**config.mk**
```make
export PLATFORM = sky130hd
export DESIGN_NAME = wb_stage_regfile_flat
export DESIGN_NICKNAME = d
export VERILOG_FILES = /design/src/rtl/wb_stage_regfile_if.sv /design/src/rtl/wb_stage_regfile.sv /design/src/flat_wrapper.sv
export SDC_FILE = /design/constraint.sdc
export NUM_CORES = 2
export LEC_CHECK = 0
export CAP_MARGIN = 30
export CORE_MARGIN = 2
export CORE_UTILIZATION = 40
export DETAILED_ROUTE_END_ITERATION = 10
export DONT_BUFFER_PORTS = 1
export GPL_TIMING_DRIVEN = 1
export PLACE_DENSITY = 0.57
export SLEW_MARGIN = 10
export SYNTH_ARGS = -nofsm -noshare
export SYNTH_HDL_FRONTEND = slang
export SYNTH_SLANG_ARGS = --single-unit
```
**constraint.sdc**
```tcl
create_clock -name clk -period 3.3 [get_ports clk]
set_clock_uncertainty 0.05 [all_clocks]
set_input_delay 0.33 -clock clk [delete_from_list [all_inputs] [get_ports clk]]
set_output_delay 0.33 -clock clk [all_outputs]
set_load 0.05 [all_outputs]
```
**src/rtl/wb_stage_regfile_if.sv**
```systemverilog
// MEM/WB latch outputs consumed by the write-back stage.
// The MEM/WB register drives this bundle; the WB stage samples it.
interface wb_stage_regfile_if #(
    parameter int unsigned XLEN = 32
);
    logic [XLEN-1:0] mem_read_data_in;
    logic [XLEN-1:0] alu_result_in;
    logic [XLEN-1:0] pc_plus4_in;
    logic [XLEN-1:0] imm_in;
    logic [4:0]      rd_in;
    logic            reg_write_in;
    logic            mem_to_reg_in;
    logic            jal_in;
    logic            jalr_in;
    logic            is_lui_in;
    logic            retire_in;

    modport master (
        output mem_read_data_in, alu_result_in, pc_plus4_in, imm_in, rd_in,
        output reg_write_in, mem_to_reg_in, jal_in, jalr_in, is_lui_in, retire_in
    );

    modport slave (
        input mem_read_data_in, alu_result_in, pc_plus4_in, imm_in, rd_in,
        input reg_write_in, mem_to_reg_in, jal_in, jalr_in, is_lui_in, retire_in
    );
endinterface

```
**src/rtl/wb_stage_regfile.sv**
```systemverilog
// Write-back stage: selects the WB value, commits it to the integer register file,
// serves two bypassed ID read ports and counts retired instructions.
module wb_stage_regfile #(
    parameter int unsigned XLEN  = 32,
    parameter int unsigned NREGS = 32,
    parameter int unsigned CNT_W = 64
) (
    input  logic                      clk,
    input  logic                      reset,
    wb_stage_regfile_if.slave         wb_bus,
    input  logic [4:0]                rs1_addr,
    input  logic [4:0]                rs2_addr,
    output logic [XLEN-1:0]           rs1_data,
    output logic [XLEN-1:0]           rs2_data,
    output logic                      wb_fwd_valid,
    output logic [4:0]                wb_fwd_rd,
    output logic [XLEN-1:0]           wb_fwd_data,
    output logic [CNT_W-1:0]          instret
);

    logic [XLEN-1:0]  regs_q [NREGS];
    logic [CNT_W-1:0] instret_q, instret_d;
    logic [XLEN-1:0]  wb_data;

    always_comb begin
        if (wb_bus.jal_in || wb_bus.jalr_in) begin
            wb_data = wb_bus.pc_plus4_in;
        end else if (wb_bus.is_lui_in) begin
            wb_data = wb_bus.imm_in;
        end else if (wb_bus.mem_to_reg_in) begin
            wb_data = wb_bus.mem_read_data_in;
        end else begin
            wb_data = wb_bus.alu_result_in;
        end
    end

    assign wb_fwd_valid = reset && wb_bus.reg_write_in && (wb_bus.rd_in != 5'd0);
    assign wb_fwd_rd    = wb_bus.rd_in;
    assign wb_fwd_data  = wb_data;

    // Reads return zero while reset is held so the clearing array is never observed.
    always_comb begin
        if (!reset || rs1_addr == 5'd0) begin
            rs1_data = '0;
        end else if (wb_fwd_valid && rs1_addr == wb_bus.rd_in) begin
            rs1_data = wb_data;
        end else begin
            rs1_data = regs_q[rs1_addr];
        end
        if (!reset || rs2_addr == 5'd0) begin
            rs2_data = '0;
        end else if (wb_fwd_valid && rs2_addr == wb_bus.rd_in) begin
            rs2_data = wb_data;
        end else begin
            rs2_data = regs_q[rs2_addr];
        end
    end

    always_comb begin
        instret_d = instret_q;
        if (wb_bus.retire_in) begin
            instret_d = instret_q + CNT_W'(1);
        end
    end

    always_ff @(posedge clk) begin
        if (!reset) begin
            for (int i = 0; i < NREGS; i++) begin
                regs_q[i] <= '0;
            end
            instret_q <= '0;
        end else begin
            if (wb_fwd_valid) begin
                regs_q[wb_bus.rd_in] <= wb_data;
            end
            instret_q <= instret_d;
        end
    end

    assign instret = instret_q;

endmodule

```
**src/flat_wrapper.sv**
```systemverilog
// flat-port wrapper written by rule: the top's interface ports become plain ports
module wb_stage_regfile_flat 
#(
    parameter int unsigned XLEN  = 32,
    parameter int unsigned NREGS = 32,
    parameter int unsigned CNT_W = 64
)
  (clk, reset, rs1_addr, rs2_addr, rs1_data, rs2_data, wb_fwd_valid, wb_fwd_rd, wb_fwd_data, instret, wb_bus_mem_read_data_in, wb_bus_alu_result_in, wb_bus_pc_plus4_in, wb_bus_imm_in, wb_bus_rd_in, wb_bus_reg_write_in, wb_bus_mem_to_reg_in, wb_bus_jal_in, wb_bus_jalr_in, wb_bus_is_lui_in, wb_bus_retire_in);
  wb_stage_regfile_if #(.XLEN(XLEN)) wb_bus_i ();
  input  logic clk;
  input  logic reset;
  input  logic [4:0] rs1_addr;
  input  logic [4:0] rs2_addr;
  output logic [XLEN-1:0] rs1_data;
  output logic [XLEN-1:0] rs2_data;
  output logic wb_fwd_valid;
  output logic [4:0] wb_fwd_rd;
  output logic [XLEN-1:0] wb_fwd_data;
  output logic [CNT_W-1:0] instret;
  input wire logic [$bits(wb_bus_i.mem_read_data_in)-1:0] wb_bus_mem_read_data_in;
  input wire logic [$bits(wb_bus_i.alu_result_in)-1:0] wb_bus_alu_result_in;
  input wire logic [$bits(wb_bus_i.pc_plus4_in)-1:0] wb_bus_pc_plus4_in;
  input wire logic [$bits(wb_bus_i.imm_in)-1:0] wb_bus_imm_in;
  input wire logic [$bits(wb_bus_i.rd_in)-1:0] wb_bus_rd_in;
  input wire logic [$bits(wb_bus_i.reg_write_in)-1:0] wb_bus_reg_write_in;
  input wire logic [$bits(wb_bus_i.mem_to_reg_in)-1:0] wb_bus_mem_to_reg_in;
  input wire logic [$bits(wb_bus_i.jal_in)-1:0] wb_bus_jal_in;
  input wire logic [$bits(wb_bus_i.jalr_in)-1:0] wb_bus_jalr_in;
  input wire logic [$bits(wb_bus_i.is_lui_in)-1:0] wb_bus_is_lui_in;
  input wire logic [$bits(wb_bus_i.retire_in)-1:0] wb_bus_retire_in;
  assign wb_bus_i.mem_read_data_in = wb_bus_mem_read_data_in;
  assign wb_bus_i.alu_result_in = wb_bus_alu_result_in;
  assign wb_bus_i.pc_plus4_in = wb_bus_pc_plus4_in;
  assign wb_bus_i.imm_in = wb_bus_imm_in;
  assign wb_bus_i.rd_in = wb_bus_rd_in;
  assign wb_bus_i.reg_write_in = wb_bus_reg_write_in;
  assign wb_bus_i.mem_to_reg_in = wb_bus_mem_to_reg_in;
  assign wb_bus_i.jal_in = wb_bus_jal_in;
  assign wb_bus_i.jalr_in = wb_bus_jalr_in;
  assign wb_bus_i.is_lui_in = wb_bus_is_lui_in;
  assign wb_bus_i.retire_in = wb_bus_retire_in;
  wb_stage_regfile #(.XLEN(XLEN), .NREGS(NREGS), .CNT_W(CNT_W)) u_core (.clk(clk), .reset(reset), .wb_bus(wb_bus_i), .rs1_addr(rs1_addr), .rs2_addr(rs2_addr), .rs1_data(rs1_data), .rs2_data(rs2_data), .wb_fwd_valid(wb_fwd_valid), .wb_fwd_rd(wb_fwd_rd), .wb_fwd_data(wb_fwd_data), .instret(instret));
endmodule
```
# Word-level counts from Yosys, hierarchy flattened

Memories as Yosys holds them, arrays and structs flattened.
Index checks and enable logic that the tools add are counted.

Muxes and demuxes: 14
Add/sub/neg operators: 1
Reductions and logical operators: 12
Equal/unequal tests: 2

Operators by type and width:

| kind                                                             | count |
|---|---|
| 32-bit two-way mux                                               | 8 |
| 64-bit by 1-bit adder with 64-bit output (second input constant) | 1 |
| 32-bit OR reduction                                              | 1 |
| 5-bit == test                                                    | 2 |
| 5-bit logical NOT                                                | 2 |
| 1-bit two-way mux                                                | 5 |
| 5-bit two-way mux                                                | 1 |
| 5-bit nonzero test                                               | 1 |
| 1-bit logical AND                                                | 4 |
| 1-bit logical OR                                                 | 3 |
| 1-bit logical NOT                                                | 1 |

Register bits after elaboration: 64
Output and inout bits: 166
Bits of input ports: 151
Logic and storage cells: 31
Memories kept: 1
Memory bits (writable): 1024

Memories:

| memory        | words | bits a word | read ports | clocked after memory_dff | wr ports | line                   | text |
|---|---|---|---|---|---|---|---|
| u_core.regs_q | 32    | 32          | 2          | 0                        | 32       | wb_stage_regfile.sv:21 | `logic [XLEN-1:0] regs_q [NREGS];` |

# Longest topological paths before layout

Word-level depth: 7
Mapped depth: 9
Mapped depth without buffers: 6

# Worst setup path after synthesis

No wires, ideal clock.

Path kind: input to register
Start point: input port wb_bus_rd_in[3]
End point: memory u_core.regs_q[24][0] (enable)
Stages on the path: 6
Setup slack: 0.437 ns
Setup time: 0.389 ns
Buffers on the path: 2
Arrival: 2.423 ns
Path through: buf_2 > nor3_1 > nor4_1 > nand2_1 > clkbuf_1 > nand2_1

RTL lines:

| element         | line                   | text |
|---|---|---|
| start, declared | flat_wrapper.sv:24     | `input wire logic [$bits(wb_bus_i.rd_in)-1:0] wb_bus_rd_in;` |
| end, declared   | wb_stage_regfile.sv:21 |  |

# Worst setup path after layout

Start point: input port rs2_addr[0]
End point: output port rs2_data[0]

Cells in the longest elaborated chain, start to end: 4
Elaborated cells on any way between the ends: 7
Classes of those cells: 1 x eq/ne; 2 x mux; 3 x reduce/logical; 1 x memory

Ends and longest elaborated chain:

| element                                                         | line                   | text |
|---|---|---|
| start, declared                                                 | flat_wrapper.sv:13     | `input logic [4:0] rs2_addr;` |
| branches (longest 3 deep; another with memory read 32 x 32 bit) | --                     |  |
| 32-bit two-way mux *                                            | wb_stage_regfile.sv:50 | `if (!reset \|\| rs2_addr == 5'd0) begin` |
| end, declared                                                   | flat_wrapper.sv:15     | `output logic [XLEN-1:0] rs2_data;` |

Every way passes the cells marked *.

==> metrics.txt <==
# TYPE chip_impl_metric gauge
chip_impl_metric{name="grtUsageTotal",unit=""} 0.283
chip_impl_info{name="rsz0062_at_grt",value="false"} 1
chip_impl_metric{name="wirelength",unit="um"} 211000
chip_impl_info{name="layout_common_cells",value="1,039 x sky130_fd_sc_hd__nor2_1, 1,024 x sky130_fd_sc_hd__edfxtp_1, 546 x sky130_fd_sc_hd__mux2i_1, 289 x sky130_fd_sc_hd__buf_4, 256 x sky130_fd_sc_hd__mux4_2"} 1
chip_impl_metric{name="power_frac_seq",unit=""} 0.477
chip_impl_info{name="cp-end-kind",value="output port"} 1
chip_impl_info{name="setup.worst_path.end",value="rs2_data[0]"} 1
chip_impl_metric{name="drv_cap",unit=""} 0
chip_impl_metric{name="num_rows",unit=""} 138
chip_impl_metric{name="hpwl",unit="um"} 125000
chip_impl_metric{name="clock_tree.buffer_depth",unit=""} 3
chip_impl_metric{name="final_setup_violation_count",unit=""} 46
chip_impl_metric{name="period_minus_slack",unit="ps"} 4540
chip_impl_metric{name="route.detailed.vias_per_inst",unit=""} 6.40
chip_impl_metric{name="global_route_wire_length_before_repair",unit="um"} 298000
chip_impl_metric{name="netlist_area",unit="mm2"} 0.0572
chip_impl_metric{name="dieWidth",unit="um"} 382
chip_impl_metric{name="area.growth.synth_to_final",unit="%"} 16.1
chip_impl_metric{name="drc_errors",unit=""} 0
chip_impl_info{name="mostFrequentLayoutCell",value="sky130_fd_sc_hd__nor2_1"} 1
chip_impl_metric{name="finalMaxSlewViolations",unit=""} 352
chip_impl_metric{name="power-per-cell-area",unit="mW/mm2"} 509
chip_impl_metric{name="place.port_buffers",unit=""} 0
chip_impl_info{name="root_buffer",value="sky130_fd_sc_hd__clkbuf_16"} 1
chip_impl_metric{name="floorplan.initialDensity",unit=""} 0.404
chip_impl_metric{name="finish.net_count",unit=""} 4817
chip_impl_metric{name="tightestPinTransition",unit="ps"} 2740
chip_impl_metric{name="design_area",unit="mm2"} 0.0664
chip_impl_metric{name="clkLatencyLatePin",unit="ps"} 740
chip_impl_metric{name="vdd.ir_drop.worst",unit="V"} 0.000403
chip_impl_info{name="critPathKind",value="in2out"} 1
chip_impl_metric{name="place.gp.congestion",unit=""} 0.870
chip_impl_metric{name="min_period_over_period",unit=""} 1.38
chip_impl_metric{name="first_global_vias",unit=""} 41800
chip_impl_metric{name="post_synth_inst_count",unit=""} 4580
chip_impl_metric{name="worst_r2r_path_depth",unit=""} 7
chip_impl_metric{name="yosys_register_bits",unit=""} 1088
chip_impl_info{name="yosys.area.top_type",value="sky130_fd_sc_hd__edfxtp_1"} 1
chip_impl_metric{name="vias",unit=""} 42600
chip_impl_metric{name="cts.repair_timing.setup_buffer_count",unit=""} 0
chip_impl_info{name="setup.worst_path.start_class",value="primary input"} 1
chip_impl_metric{name="yosys_warnings",unit=""} 0
chip_impl_info{name="failed_checks",value="slew limit, setup timing"} 1
chip_impl_info{name="setup.worst_path.start",value="rs2_addr[0]"} 1
chip_impl_metric{name="power.leakage",unit="nW"} 24.2
chip_impl_metric{name="floorplan.die_area",unit="mm2"} 0.146
chip_impl_info{name="worst_r2r_endpoint",value="u_core.instret[49]"} 1
chip_impl_metric{name="maxSlewHeadroom",unit=""} -0.828
chip_impl_metric{name="asyncSetResetFlopFracSynth",unit=""} 0
chip_impl_metric{name="top_level_ports",unit=""} 317
chip_impl_metric{name="setup_ws",unit="ps"} -1240
chip_impl_metric{name="clock-sinks",unit=""} 1088
chip_impl_metric{name="combinationalPowerShare",unit=""} 0.148
chip_impl_metric{name="cell_internal_power",unit="W"} 0.0250
chip_impl_info{name="top_post_synthesis_cells_by_area",value="sky130_fd_sc_hd__edfxtp_1 54%, sky130_fd_sc_hd__mux2i_1 10%, sky130_fd_sc_hd__mux4_2 10%, sky130_fd_sc_hd__nor2_1 6.8%, sky130_fd_sc_hd__a221oi_1 2.9%"} 1
chip_impl_metric{name="core_box_area",unit="mm2"} 0.142
chip_impl_metric{name="drive_above_1_share",unit=""} 0.196
chip_impl_metric{name="synth_cell_types",unit=""} 51
chip_impl_metric{name="critPathMaxFanout",unit=""} 324
chip_impl_metric{name="cts-buffers-inserted",unit=""} 116
chip_impl_metric{name="total_count_of_hold_check_failures_in_the_final_report",unit=""} 0
chip_impl_metric{name="timing.reg2reg.setup_slack",unit="ps"} 190
chip_impl_metric{name="grt-ovfl-total",unit=""} 0
chip_impl_metric{name="die_height",unit="um"} 382
chip_impl_info{name="ys_dominant_reg_cell",value="sky130_fd_sc_hd__edfxtp_1"} 1
chip_impl_info{name="min-delay-path-class",value="in2reg"} 1
chip_impl_metric{name="power.share.clock",unit=""} 0.375
chip_impl_metric{name="htree_levels",unit=""} 3
chip_impl_metric{name="ant_nets",unit=""} 0
chip_impl_metric{name="design_power_total",unit="W"} 0.0338
chip_impl_metric{name="place_area",unit="mm2"} 0.0628
chip_impl_metric{name="cp.required",unit="ps"} 2920
chip_impl_info{name="timing.rr.start",value="u_core.instret[13]"} 1
chip_impl_metric{name="pin_count_of_the_biggest_net_entering_global_routing",unit=""} 325
chip_impl_metric{name="arrival",unit="ps"} 4160
chip_impl_info{name="outcome",value="finished with violations"} 1
chip_impl_metric{name="wl_per_cell",unit="um"} 31.7
chip_impl_metric{name="netlist.area_leader.share",unit=""} 0.537
chip_impl_metric{name="cts.reportedPaths.clkPinSlew",unit="ps"} 60
chip_impl_metric{name="synthesis.area_per_instance",unit="um2"} 12.5
chip_impl_metric{name="drtPass1Iterations",unit=""} 6
chip_impl_metric{name="fmax",unit="MHz"} 220
chip_impl_metric{name="drt_iter0_drc",unit=""} 5920
chip_impl_metric{name="p_switching",unit="W"} 0.00887
chip_impl_metric{name="antenna_violations_before_repair",unit=""} 7
chip_impl_metric{name="power.switching_fraction",unit=""} 0.262
chip_impl_info{name="cts_tree",value="done"} 1
chip_impl_metric{name="synth.yosys.seq_area_share",unit=""} 0.560
chip_impl_metric{name="edff_count_synth",unit=""} 1024
state kept, by name (all words and copies together) (netlist names):
register and count:
u_core.regs_q 1024, u_core.instret 64
cells in the mapped netlist, types with 2 or more instances:
cell type                     n
sky130_fd_sc_hd__dfxtp_1     64
sky130_fd_sc_hd__clkbuf_1   343
sky130_fd_sc_hd__nor4_1      10
sky130_fd_sc_hd__o31ai_1     17
sky130_fd_sc_hd__xor2_1      24
sky130_fd_sc_hd__o211ai_1     2
sky130_fd_sc_hd__o21ai_0    102
sky130_fd_sc_hd__buf_2       80
sky130_fd_sc_hd__nor2_1    1044
sky130_fd_sc_hd__nor3_1      15
sky130_fd_sc_hd__or4_1       16
sky130_fd_sc_hd__o21a_1       2
sky130_fd_sc_hd__nor3b_1      5
sky130_fd_sc_hd__nand2_1    124
sky130_fd_sc_hd__nand3_1     27
sky130_fd_sc_hd__o311ai_0     2
sky130_fd_sc_hd__a21oi_1    145
sky130_fd_sc_hd__xnor2_1     23
sky130_fd_sc_hd__nand2b_1     3
sky130_fd_sc_hd__nand4_1     23
sky130_fd_sc_hd__buf_1       32
sky130_fd_sc_hd__nand3b_1     2
sky130_fd_sc_hd__a221oi_1   192
sky130_fd_sc_hd__o22a_1      64
sky130_fd_sc_hd__and3_1       7
sky130_fd_sc_hd__nor2b_1      3
sky130_fd_sc_hd__mux4_2     256
sky130_fd_sc_hd__o41ai_1      2
sky130_fd_sc_hd__a21boi_0    64
sky130_fd_sc_hd__buf_4       11
sky130_fd_sc_hd__nor4_2       2
sky130_fd_sc_hd__and4_1      10
sky130_fd_sc_hd__inv_1       44
sky130_fd_sc_hd__a221o_1     64
sky130_fd_sc_hd__edfxtp_1  1024
sky130_fd_sc_hd__a22oi_1     64
sky130_fd_sc_hd__and3b_1      2
sky130_fd_sc_hd__mux2i_1    578
sky130_fd_sc_hd__or3_1        8
sky130_fd_sc_hd__nand4_2      4
sky130_fd_sc_hd__o21bai_1    66
layout make-up:
type / instances / area [um2]
Sequential cell: 1088 / 32000
Inverter: 44 / 168
Multi-Input combinational cell: 3012 / 23900
Fill cell: 12600 / 75300
Tap cell: 1890 / 2360
Timing Repair Buffer: 403 / 4390
Clock inverter: 62 / 452
Clock buffer: 151 / 3130
Antenna cell: 6 / 15.0
worst max-delay path, stage by stage:
cell	delay (ps)
sky130_fd_sc_hd__mux4_2	1440
sky130_fd_sc_hd__a21boi_0	190
sky130_fd_sc_hd__o21ai_0	170
sky130_fd_sc_hd__buf_4	200
sky130_fd_sc_hd__a221o_1	380
sky130_fd_sc_hd__buf_12	170
metrics by stage:
| step | instances | util | TNS, ps | hold WS (ps) | worst slack, ps |
|---|---|---|---|---|---|
| after detailed placement | 6431 | 0.443 | 0 | 440 | 172 |
| after floorplan | 4611 | - | 0 | 563 | 437 |
| final | 6656 | 0.469 | -24550 | 57.2 | -1240 |
| after CTS | 6649 | 0.468 | 0 | 2.42 | 0.577 |
| after global placement | 6431 | 0.443 | 0 | 443 | 192 |
| after global routing | 6653 | 0.469 | 0 | 11.6 | 2.08 |
power groups by stage:
stage / clock network (W) / registers [W] / logic (W)
2_1_floorplan: 0 / 0.0163 / 0.00306
3_3_place_gp: 0 / 0.0164 / 0.00482
3_5_place_dp: 0 / 0.0164 / 0.00483
4_1_cts: 0.0128 / 0.0161 / 0.00486
5_1_grt: 0.0133 / 0.0162 / 0.00511
6_report: 0.0127 / 0.0162 / 0.00499
cell families after synthesis:
group	share of synthesized area
other cells	0.0000655
xor+xnor	0.00719
fa+ha+maj	0.000219
flops	0.560
compound gates	0.101
simple gates	0.0937
buf+inv	0.0361
mux	0.202
layer usage:
metal  part of all wire  vias up  global-route usage
li1                   -    17600                   -
met1               0.39    21600               0.385
met2               0.45     2865               0.431
met3               0.12      490              0.0753
met4              0.042        4               0.111
met5            0.00011        -                   0
repair_timing:
item,in CTS,in global routing
endpoints found under the setup margin,0,8
gates resized for setup,0,8
hold buffers,5,0
endpoints found under the hold margin,82,0
how the worst min path moves through the flow:
| stage | cells after the start | startpoint | slack, ps | endpoint |
|---|---|---|---|---|
| 2_1_floorplan | 3 | wb_bus_retire_in | 560 | u_core.instret[0] |
| 4_1_cts | 2 | reset | 2 | u_core.regs_q[22][2] |
| 3_5_place_dp | 2 | wb_bus_retire_in | 440 | u_core.instret[0] |
| 3_3_place_gp | 2 | wb_bus_retire_in | 440 | u_core.instret[1] |
| 5_1_grt | 2 | reset | 10 | u_core.regs_q[22][2] |
| 6_report | 2 | reset | 60 | u_core.regs_q[22][2] |
Note: power is estimated with default switching activity, not from simulation.
